--- src/rtl/div_ctrl_pkg.sv ---
// Shared defines for the divide controller: bus widths, funct3 codes, state encodings.
// Consumed by div_ctrl and, when DIV_CTRL_FASTPATH_EN is defined, div_fast_resolve.
package div_ctrl_pkg;

  localparam int unsigned RegBus     = 32;
  localparam int unsigned RegAddrBus = 5;

  localparam logic [2:0] INST_DIV  = 3'b100;
  localparam logic [2:0] INST_DIVU = 3'b101;
  localparam logic [2:0] INST_REM  = 3'b110;
  localparam logic [2:0] INST_REMU = 3'b111;

  localparam logic [RegBus-1:0] ZeroWord = '0;

  typedef enum logic [3:0] {
    StIdle  = 4'b0001,
    StIssue = 4'b0010,
    StWb    = 4'b0100,
    StDrain = 4'b1000
  } div_state_e;

endpackage

--- src/rtl/div_fast_resolve.sv ---
// Combinational resolver for divide-by-zero and signed-overflow results.
// Only compiled and used when DIV_CTRL_FASTPATH_EN is defined.
`ifdef DIV_CTRL_FASTPATH_EN
module div_fast_resolve
  import div_ctrl_pkg::*;
(
  input  logic [2:0]        op_i,
  input  logic [RegBus-1:0] dividend_i,
  input  logic [RegBus-1:0] divisor_i,
  output logic              special_o,
  output logic [RegBus-1:0] result_o
);

  always_comb begin
    special_o = 1'b0;
    result_o  = ZeroWord;
    if (divisor_i == ZeroWord) begin
      special_o = 1'b1;
      // op[1] selects remainder forms
      result_o  = op_i[1] ? dividend_i : '1;
    end else if (!op_i[0] && (dividend_i == 32'h8000_0000) && (divisor_i == '1)) begin
      special_o = 1'b1;
      result_o  = op_i[1] ? ZeroWord : 32'h8000_0000;
    end
  end

endmodule
`endif

--- src/rtl/div_ctrl.sv ---
// Divide-class instruction controller between ex stage and an iterative divider.
// Optional DIV_CTRL_FASTPATH_EN resolves divide-by-zero/overflow without the divider.
module div_ctrl
  import div_ctrl_pkg::*;
(
  input  logic                  clk,
  input  logic                  rst,
  input  logic                  inst_valid_i,
  input  logic [2:0]            op_i,
  input  logic [RegBus-1:0]     dividend_i,
  input  logic [RegBus-1:0]     divisor_i,
  input  logic [RegAddrBus-1:0] reg_waddr_i,
  input  logic                  flush_i,
  output logic                  div_start_o,
  output logic [RegBus-1:0]     div_dividend_o,
  output logic [RegBus-1:0]     div_divisor_o,
  output logic [2:0]            div_op_o,
  output logic [RegAddrBus-1:0] div_reg_waddr_o,
  input  logic [RegBus-1:0]     div_result_i,
  input  logic                  div_ready_i,
  input  logic                  div_busy_i,
  output logic                  hold_o,
  output logic                  reg_we_o,
  output logic [RegAddrBus-1:0] reg_waddr_o,
  output logic [RegBus-1:0]     reg_wdata_o
);

  div_state_e            state_q, state_d;
  logic [2:0]            op_q, op_d;
  logic [RegBus-1:0]     dividend_q, dividend_d;
  logic [RegBus-1:0]     divisor_q, divisor_d;
  logic [RegAddrBus-1:0] waddr_q, waddr_d;
  logic [RegBus-1:0]     wdata_q, wdata_d;
  logic                  fast_special;
  logic [RegBus-1:0]     fast_result;

`ifdef DIV_CTRL_FASTPATH_EN
  div_fast_resolve u_fast_resolve (
    .op_i       (op_i),
    .dividend_i (dividend_i),
    .divisor_i  (divisor_i),
    .special_o  (fast_special),
    .result_o   (fast_result)
  );
`else
  assign fast_special = 1'b0;
  assign fast_result  = ZeroWord;
`endif

  always_comb begin
    state_d     = state_q;
    op_d        = op_q;
    dividend_d  = dividend_q;
    divisor_d   = divisor_q;
    waddr_d     = waddr_q;
    wdata_d     = wdata_q;
    div_start_o = 1'b0;
    hold_o      = 1'b0;
    reg_we_o    = 1'b0;
    unique case (state_q)
      StIdle: begin
        if (inst_valid_i && op_i[2]) begin
          hold_o     = 1'b1;
          op_d       = op_i;
          dividend_d = dividend_i;
          divisor_d  = divisor_i;
          waddr_d    = reg_waddr_i;
          if (fast_special) begin
            wdata_d = fast_result;
            state_d = StWb;
          end else begin
            state_d = StIssue;
          end
        end
      end
      StIssue: begin
        hold_o = 1'b1;
        // Drop start on ready so the divider does not relaunch; flush beats ready.
        div_start_o = !div_ready_i && !flush_i;
        if (flush_i) begin
          state_d = StDrain;
        end else if (div_ready_i) begin
          wdata_d = div_result_i;
          state_d = StWb;
        end
      end
      StWb: begin
        reg_we_o = 1'b1;
        state_d  = StIdle;
      end
      StDrain: begin
        if (!div_busy_i) state_d = StIdle;
      end
      default: state_d = StIdle;
    endcase
  end

  always_ff @(posedge clk or negedge rst) begin
    if (!rst) begin
      state_q    <= StIdle;
      op_q       <= 3'b000;
      dividend_q <= ZeroWord;
      divisor_q  <= ZeroWord;
      waddr_q    <= '0;
      wdata_q    <= ZeroWord;
    end else begin
      state_q    <= state_d;
      op_q       <= op_d;
      dividend_q <= dividend_d;
      divisor_q  <= divisor_d;
      waddr_q    <= waddr_d;
      wdata_q    <= wdata_d;
    end
  end

  assign div_op_o        = op_q;
  assign div_dividend_o  = dividend_q;
  assign div_divisor_o   = divisor_q;
  assign div_reg_waddr_o = waddr_q;
  assign reg_waddr_o     = waddr_q;
  assign reg_wdata_o     = wdata_q;

endmodule

--- config.mk ---
export PLATFORM = sky130hd
export DESIGN_NAME = div_ctrl
export DESIGN_NICKNAME = d
export VERILOG_FILES = /design/src/rtl/div_ctrl_pkg.sv /design/src/rtl/div_fast_resolve.sv /design/src/rtl/div_ctrl.sv
export SDC_FILE = /design/constraint.sdc
export NUM_CORES = 1
export LEC_CHECK = 0
export ABC_AREA = 1
export BUFFER_PORTS_ARGS = -buffer_cell sky130_fd_sc_hd__buf_2
export CAP_MARGIN = 10
export CORE_AREA = 2 2 97 99
export CTS_CLUSTER_DIAMETER = 200
export DETAILED_ROUTE_END_ITERATION = 8
export DIE_AREA = 0 0 99 101
export PLACE_DENSITY = 0.92
export SETUP_SLACK_MARGIN = 0.5
export SLEW_MARGIN = 20
export SYNTH_ARGS = -nofsm -noshare
export SYNTH_HDL_FRONTEND = slang
export SYNTH_SLANG_ARGS = --single-unit
--- constraint.sdc ---
create_clock -name clk -period 2.5 [get_ports clk]
set_clock_uncertainty 0.1 [all_clocks]
set_input_delay 0.375 -clock clk [delete_from_list [all_inputs] [get_ports clk]]
set_output_delay 0.375 -clock clk [all_outputs]
set_load 0.005 [all_outputs]
==> results of run 1 <==
==> cells in the final DEF (no fill, tap or decap), types with 2 or more instances in the layout <==
cell type | synthesis | layout
inv_1 | 76 | 76
nor2_1 | 3 | 3
clkbuf_8 | 0 | 11
buf_2 | 5 | 220
o21ai_1 | 71 | 71
o21ai_0 | 3 | 3
dfrtp_1 | 107 | 107
nand4_2 | 1 | 2
nand3_1 | 2 | 2
clkinv_4 | 0 | 2
buf_12 | 0 | 3
buf_4 | 5 | 6
nor2_4 | 2 | 2
nand2_1 | 175 | 175
==> critical path, cell delays in order, from the launching register on <==
cell,delay (ns)
dfrtp_1,0.46
inv_1,0.08
nor2_2,0.14
nand2_1,0.12
nor2_1,0.15
buf_2,0.14
==> worst max path at each step <==
stage,startpoint,end,slack [ns],cells past startpoint
after floorplan,state_q[0],hold_o,0.94,5
after global placement,state_q[0],hold_o,0.60,5
after detailed placement,state_q[0],hold_o,0.55,5
after CTS,state_q[0],hold_o,0.51,5
after global routing,state_q[1],div_start_o,0.46,5
final,state_q[1],div_start_o,0.59,5
==> what timing repair did <==
action,CTS,global route
setup endpoints to repair,1,10
gates cloned,1,0
pin swaps,1,1
hold buffers,1,0
buffers inserted,1,2
resized for setup,0,2
hold endpoints to repair,27,0
==> Yosys cell counts <==
cell,n
dfstp_2,1
o21ai_0,3
nand4_4,1
buf_2,5
or2_2,1
nand2_1,175
inv_2,2
nand3_1,2
o21ai_1,71
clkbuf_1,11
nor2_1,3
dfrtp_1,107
buf_6,5
inv_1,76
buf_4,5
nor4_1,1
nand4_2,1
nor2_4,2
nor2_2,1
==> flip-flops by register name (all words and copies together) (netlist names) <==
name and count:
reg_wdata_o 32, div_reg_waddr_o 5, div_dividend_o 32, div_op_o 3, div_divisor_o 32, state_q 4
==> through the flow <==
| stage | instances | cell area [um2] | util, % |
|---|---|---|---|
| 3_3_place_gp | 784 | 5440 | 60.6 |
| 6_report | 805 | 5700 | 63.5 |
| 4_1_cts | 803 | 5680 | 63.3 |
| 3_5_place_dp | 784 | 5440 | 60.6 |
| 2_1_floorplan | 473 | 4280 | - |
| 5_1_grt | 805 | 5700 | 63.5 |
==> report_power, final <==
part	total (uW)	switching [uW]	internal, uW
registers	2940	436	2500
clock network	1100	569	527
logic	2010	1010	993
total	6040	2020	4020
==> area by class of cell <==
class	instances	area [um2]
inverter	78	295
fill	762	3280
sequential	108	2700
clock buffer	12	155
tap	111	139
timing repair buffer	230	1220
multi-input combinational	262	1140
clock inverter	4	56.3
==> logic make-up (layout without fill, tap and decap cells) <==
| logic type | count (synthesis) | in the layout |
|---|---|---|
| simple gates | 187 | 188 |
| flops | 108 | 108 |
| buf+inv | 104 | 324 |
| compound gates | 74 | 74 |
==> metal layers <==
layer  part of all wire (%)  GRT usage, %
met1                     43          26.5
met2                     48          34.7
met3                    7.9          5.83
met4                    1.1          4.74
met5                      0             0
==> flow_summary.toml, run 1 <==
[synth]
synth_cell_types = 19
synth_compound_area_share_pct = 8.65
synth_area_um2 = 4280
synth_mux_area_share_pct = 0
synth_seq_cells = 108
synth_top_family_by_area = "simple AND/OR/NAND/NOR gates"
synth_xor_area_share_pct = 0
syn_inst = 473
synth-simple-area-share_pct = 17.6
ys_warn_count = 0
synth_area_leader_cell = "dfrtp_1"
ys_seq_area_share_pct = 63.2
avgSynthCellArea_um2 = 9.05
synth_area_leaders = "dfrtp_1 63%, nand2_1 15%, o21ai_1 8.3%, inv_1 6.7%, buf_6 1.3%"
netlist.area_leader.share_pct = 62.6
synth_fa_ha_area_share_pct = 0
synth_fp_nets = 583

[critical_path]
r2r_setup_slack_ns = 0.81
cp-start-kind = "register"
arrival_ns = 1.44
r2r_start = "state_q[0]"
worstSetupEndpointType = "primary output"
critPathMaxFanout = 4
r2r_end = "div_reg_waddr_o[1]"
reg2reg_depth = 7
crit_type = "reg -> out"
critPathRequiredTime_ns = 2.03

[floorplan]
num_rows = 35
start_util_pct = 47.7
ios = 222
dieWidth_um = 99
die_area_um2 = 10000
core_region_area_um2 = 8980
die_h_um = 101

[sta]
clock.fmax_mhz = 523
setup_viol = 0
maxSlewViolCount = 0
finalSetupTns_ns = 0
rsz0062_at_grt = "true"
post-route-min-period_ns = 1.91
worst_pin_slew_ns = 0.411
worst_slack_ns = 0.589
holdWs_ns = 0.108
finalCritPeriodShare_pct = 76.4
slew_headroom_pct = 72.5
hold_viol = 0

[final_layout]
layout-drive-gt1-share_pct = 36.6
num_antenna_cells = 0
layout.nets = 799
syn_to_final_growth_pct = 33.2

[drt]
post_drt_wl_per_cell_um = 12.8
firstDrtPassIters = 4
drc = 0
drt_iter0_markers = 121
drt-total-wl_um = 10300
drtAntennaViolNets = 0
vias = 3685
routed_via_density = 4.58

[place]
gp_congestion = 0.790
dp_slack_ns = 0.547
io_buffer_count = 221
hpwl_um = 7610

[clocking]
cts.sinks = 108
cts_buffers = 9
clk-insertion-delay-late_ns = 0.35
h-tree-depth = 3
cts.path.max_buffers = 2
cts_root_buf = "clkbuf_8"
path_clk_slew_ns = 0.10
cts_tree = "done"

[global_route]
grt_max_degree = 58
grt_antenna_before_repair = 0
grt.overflow.total = 0
grt_use_total_pct = 20.5
first_global_vias = 3528
grt_pass1_wl_um = 16500

[pwr]
vdd_drop_max_uv = 533
power_leakage_uw = 0.00349
p_per_area_nw_per_um2 = 1060
power.total_uw = 6040

[flow_run]
cap_viol_max_count = 0

[outcome]
status = "complete, no violations"

[min_path]
whs_path_depth = 3
min_from = "div_result_i[16]"
holdPathEnd = "reg_wdata_o[16]"
hold_class = "in -> reg"
No activity file was read; power rests on OpenSTA's default activity.
==> run 2: changes to the inputs <==
--- a/config.mk
+++ b/config.mk
@@ -8,11 +8,11 @@
 export ABC_AREA = 1
 export BUFFER_PORTS_ARGS = -buffer_cell sky130_fd_sc_hd__buf_2
 export CAP_MARGIN = 10
-export CORE_AREA = 2 2 97 99
+export CORE_AREA = 2 2 101 103
 export CTS_CLUSTER_DIAMETER = 200
 export DETAILED_ROUTE_END_ITERATION = 8
-export DIE_AREA = 0 0 99 101
-export PLACE_DENSITY = 0.92
+export DIE_AREA = 0 0 103 105
+export PLACE_DENSITY = 0.86
 export SETUP_SLACK_MARGIN = 0.5
 export SLEW_MARGIN = 20
 export SYNTH_ARGS = -nofsm -noshare
==> constraint.sdc (replaced) <==
create_clock -name clk -period 1.9 [get_ports clk]
set_clock_uncertainty 0.1 [all_clocks]
set_input_delay 0.285 -clock clk [delete_from_list [all_inputs] [get_ports clk]]
set_output_delay 0.285 -clock clk [all_outputs]
set_load 0.005 [all_outputs]
==> run 2 against run 1 <==
Effect of this change: setup slack worse by 0.49 ns; cell count increased by 6.0%; register-to-register slack worse by 0.71 ns; core utilization increased by 1.6 points; critical path type is now reg -> reg.
==> flow_summary.toml, run 2 (synthesis results as in run 1) <==
[final_layout]
num_antenna_cells = 0
fill_cells = 793
layout-drive-gt1-share_pct = 40.1
fin_area_um2 = 6280
layout.nets = 825
multi_input_area_um2 = 1180
syn_to_final_growth_pct = 46.7
final_cell_mix = "219 x buf_2, 172 x nand2_1, 107 x dfrtp_1, 76 x inv_1, 62 x o21ai_1"
layout_commonest_cell = "buf_2"
regArea_um2 = 2700

[sta]
post-route-min-period_ns = 1.80
worst_slack_ns = 0.101
maxSlewViolCount = 0
finalSetupTns_ns = 0
clock.fmax_mhz = 556
holdWs_ns = 0.0179
rsz0062_at_grt = "true"
finalCritPeriodShare_pct = 94.7
slew_headroom_pct = 71.4
hold_viol = 0
setup_viol = 0
worst_pin_slew_ns = 0.428

[critical_path]
critPathMaxFanout = 9
startpoint = "state_q[0]"
critPathRequiredTime_ns = 2.03
cp-start-kind = "register"
crit_type = "reg -> reg"
arrival_ns = 1.93
reg2reg_depth = 7
r2r_start = "state_q[0]"
worstSetupEndpointType = "register"

[drt]
drt-total-wl_um = 11800
vias = 3979
routed_via_density = 4.66
post_drt_wl_per_cell_um = 13.9
drtAntennaViolNets = 0
firstDrtPassIters = 4
drt_iter0_markers = 185
drc = 0

[global_route]
grt_use_total_pct = 21.3
grt_antenna_before_repair = 0
grt_pass1_wl_um = 18200
grt.overflow.total = 0
grt_max_degree = 54
first_global_vias = 4002

[place]
dp_slack_ns = 0.253
io_buffer_count = 221
placed_cell_area_um2 = 5480
gp_congestion = 0.804
hpwl_um = 7570

[pwr]
power.total_uw = 8380
p_per_area_nw_per_um2 = 1330
power_leakage_uw = 0.00378
vdd_drop_max_uv = 616

[floorplan]
core_region_area_um2 = 9640
ios = 222
die_area_um2 = 10800
start_util_pct = 44.4
num_rows = 36
dieWidth_um = 103
die_h_um = 105

[min_path]
hold_class = "in -> reg"
min_from = "div_result_i[14]"
whs_path_depth = 3

[flow_run]
cap_viol_max_count = 0

[clocking]
cts.sinks = 108
cts_buffers = 9
clk-insertion-delay-late_ns = 0.35
cts.path.max_buffers = 2
path_clk_slew_ns = 0.10
h-tree-depth = 3
cts_root_buf = "clkbuf_8"
cts_tree = "done"

[outcome]
status = "complete, no violations"
run 2: changes by cell type in the layout (fill, tap and decap cells not counted), sizes merged:
cell	previous run	this run
clkinv	2	4
clkbuf	12	13
inv	79	78
bufbuf	0	3
buf	229	245
dlygate4sd3	1	7
nand4	3	2
run 2: repair_timing:
action	CTS	global route
cloned	9	2
resized for setup	20	16
pin swaps	3	2
hold buffers	7	0
endpoints found under the setup margin	106	109
setup buffers	8	2
hold endpoints to repair	35	0
run 2: per-layer routing:
layer  GRT usage [%]  share of wire [%]  vias to the layer above
li1                -                  -                     1904
met1            23.7                 39                     1890
met2            38.1                 52                      168
met3            5.89                7.6                       17
met4            7.52                1.8                        0
met5               0                  0                        -
run 2: critical path: stages, from the launching register on:
cell and delay, ns:
dfstp_2 0.57, inv_2 0.05, nor2_4 0.11, nand4_4 0.11
buf_4 0.17, buf_12 0.15, bufbuf_16 0.28, o21ai_0 0.14
run 2: cell type report:
| type | count | share of cell area, % |
|---|---|---|
| Tap cell | 133 | 2.65 |
| Sequential cell | 108 | 43.1 |
| Multi-Input combinational cell | 261 | 18.8 |
| Inverter | 78 | 4.66 |
| Clock buffer | 11 | 2.41 |
| Timing Repair Buffer | 257 | 27.6 |
| Clock inverter | 5 | 0.797 |
run 2: power by group:
group	total (uW)	internal [uW]	switching, uW	leakage (uW)
combinational	3110	1620	1490	0.00231
sequential	3860	3290	562	0.00136
clock	1410	674	740	0.000109
run 2: through the flow:
stage | cells | util (%)
after detailed placement | 809 | 56.9
after global routing | 853 | 65.1
after global placement | 809 | 56.9
after CTS | 849 | 63.8
final | 853 | 65.1
after floorplan | 473 | -
run 2: path summary, 6_finish.rpt:
path	slack, ns	to
max in group asynchronous	0.75	div_divisor_o[2]
max	0.10	state_q[1]
min in group asynchronous	0.33	reg_wdata_o[10]
min	0.02	reg_wdata_o[14]
min reg2reg	0.37	div_op_o[2]
max reg2reg	0.10	state_q[1]
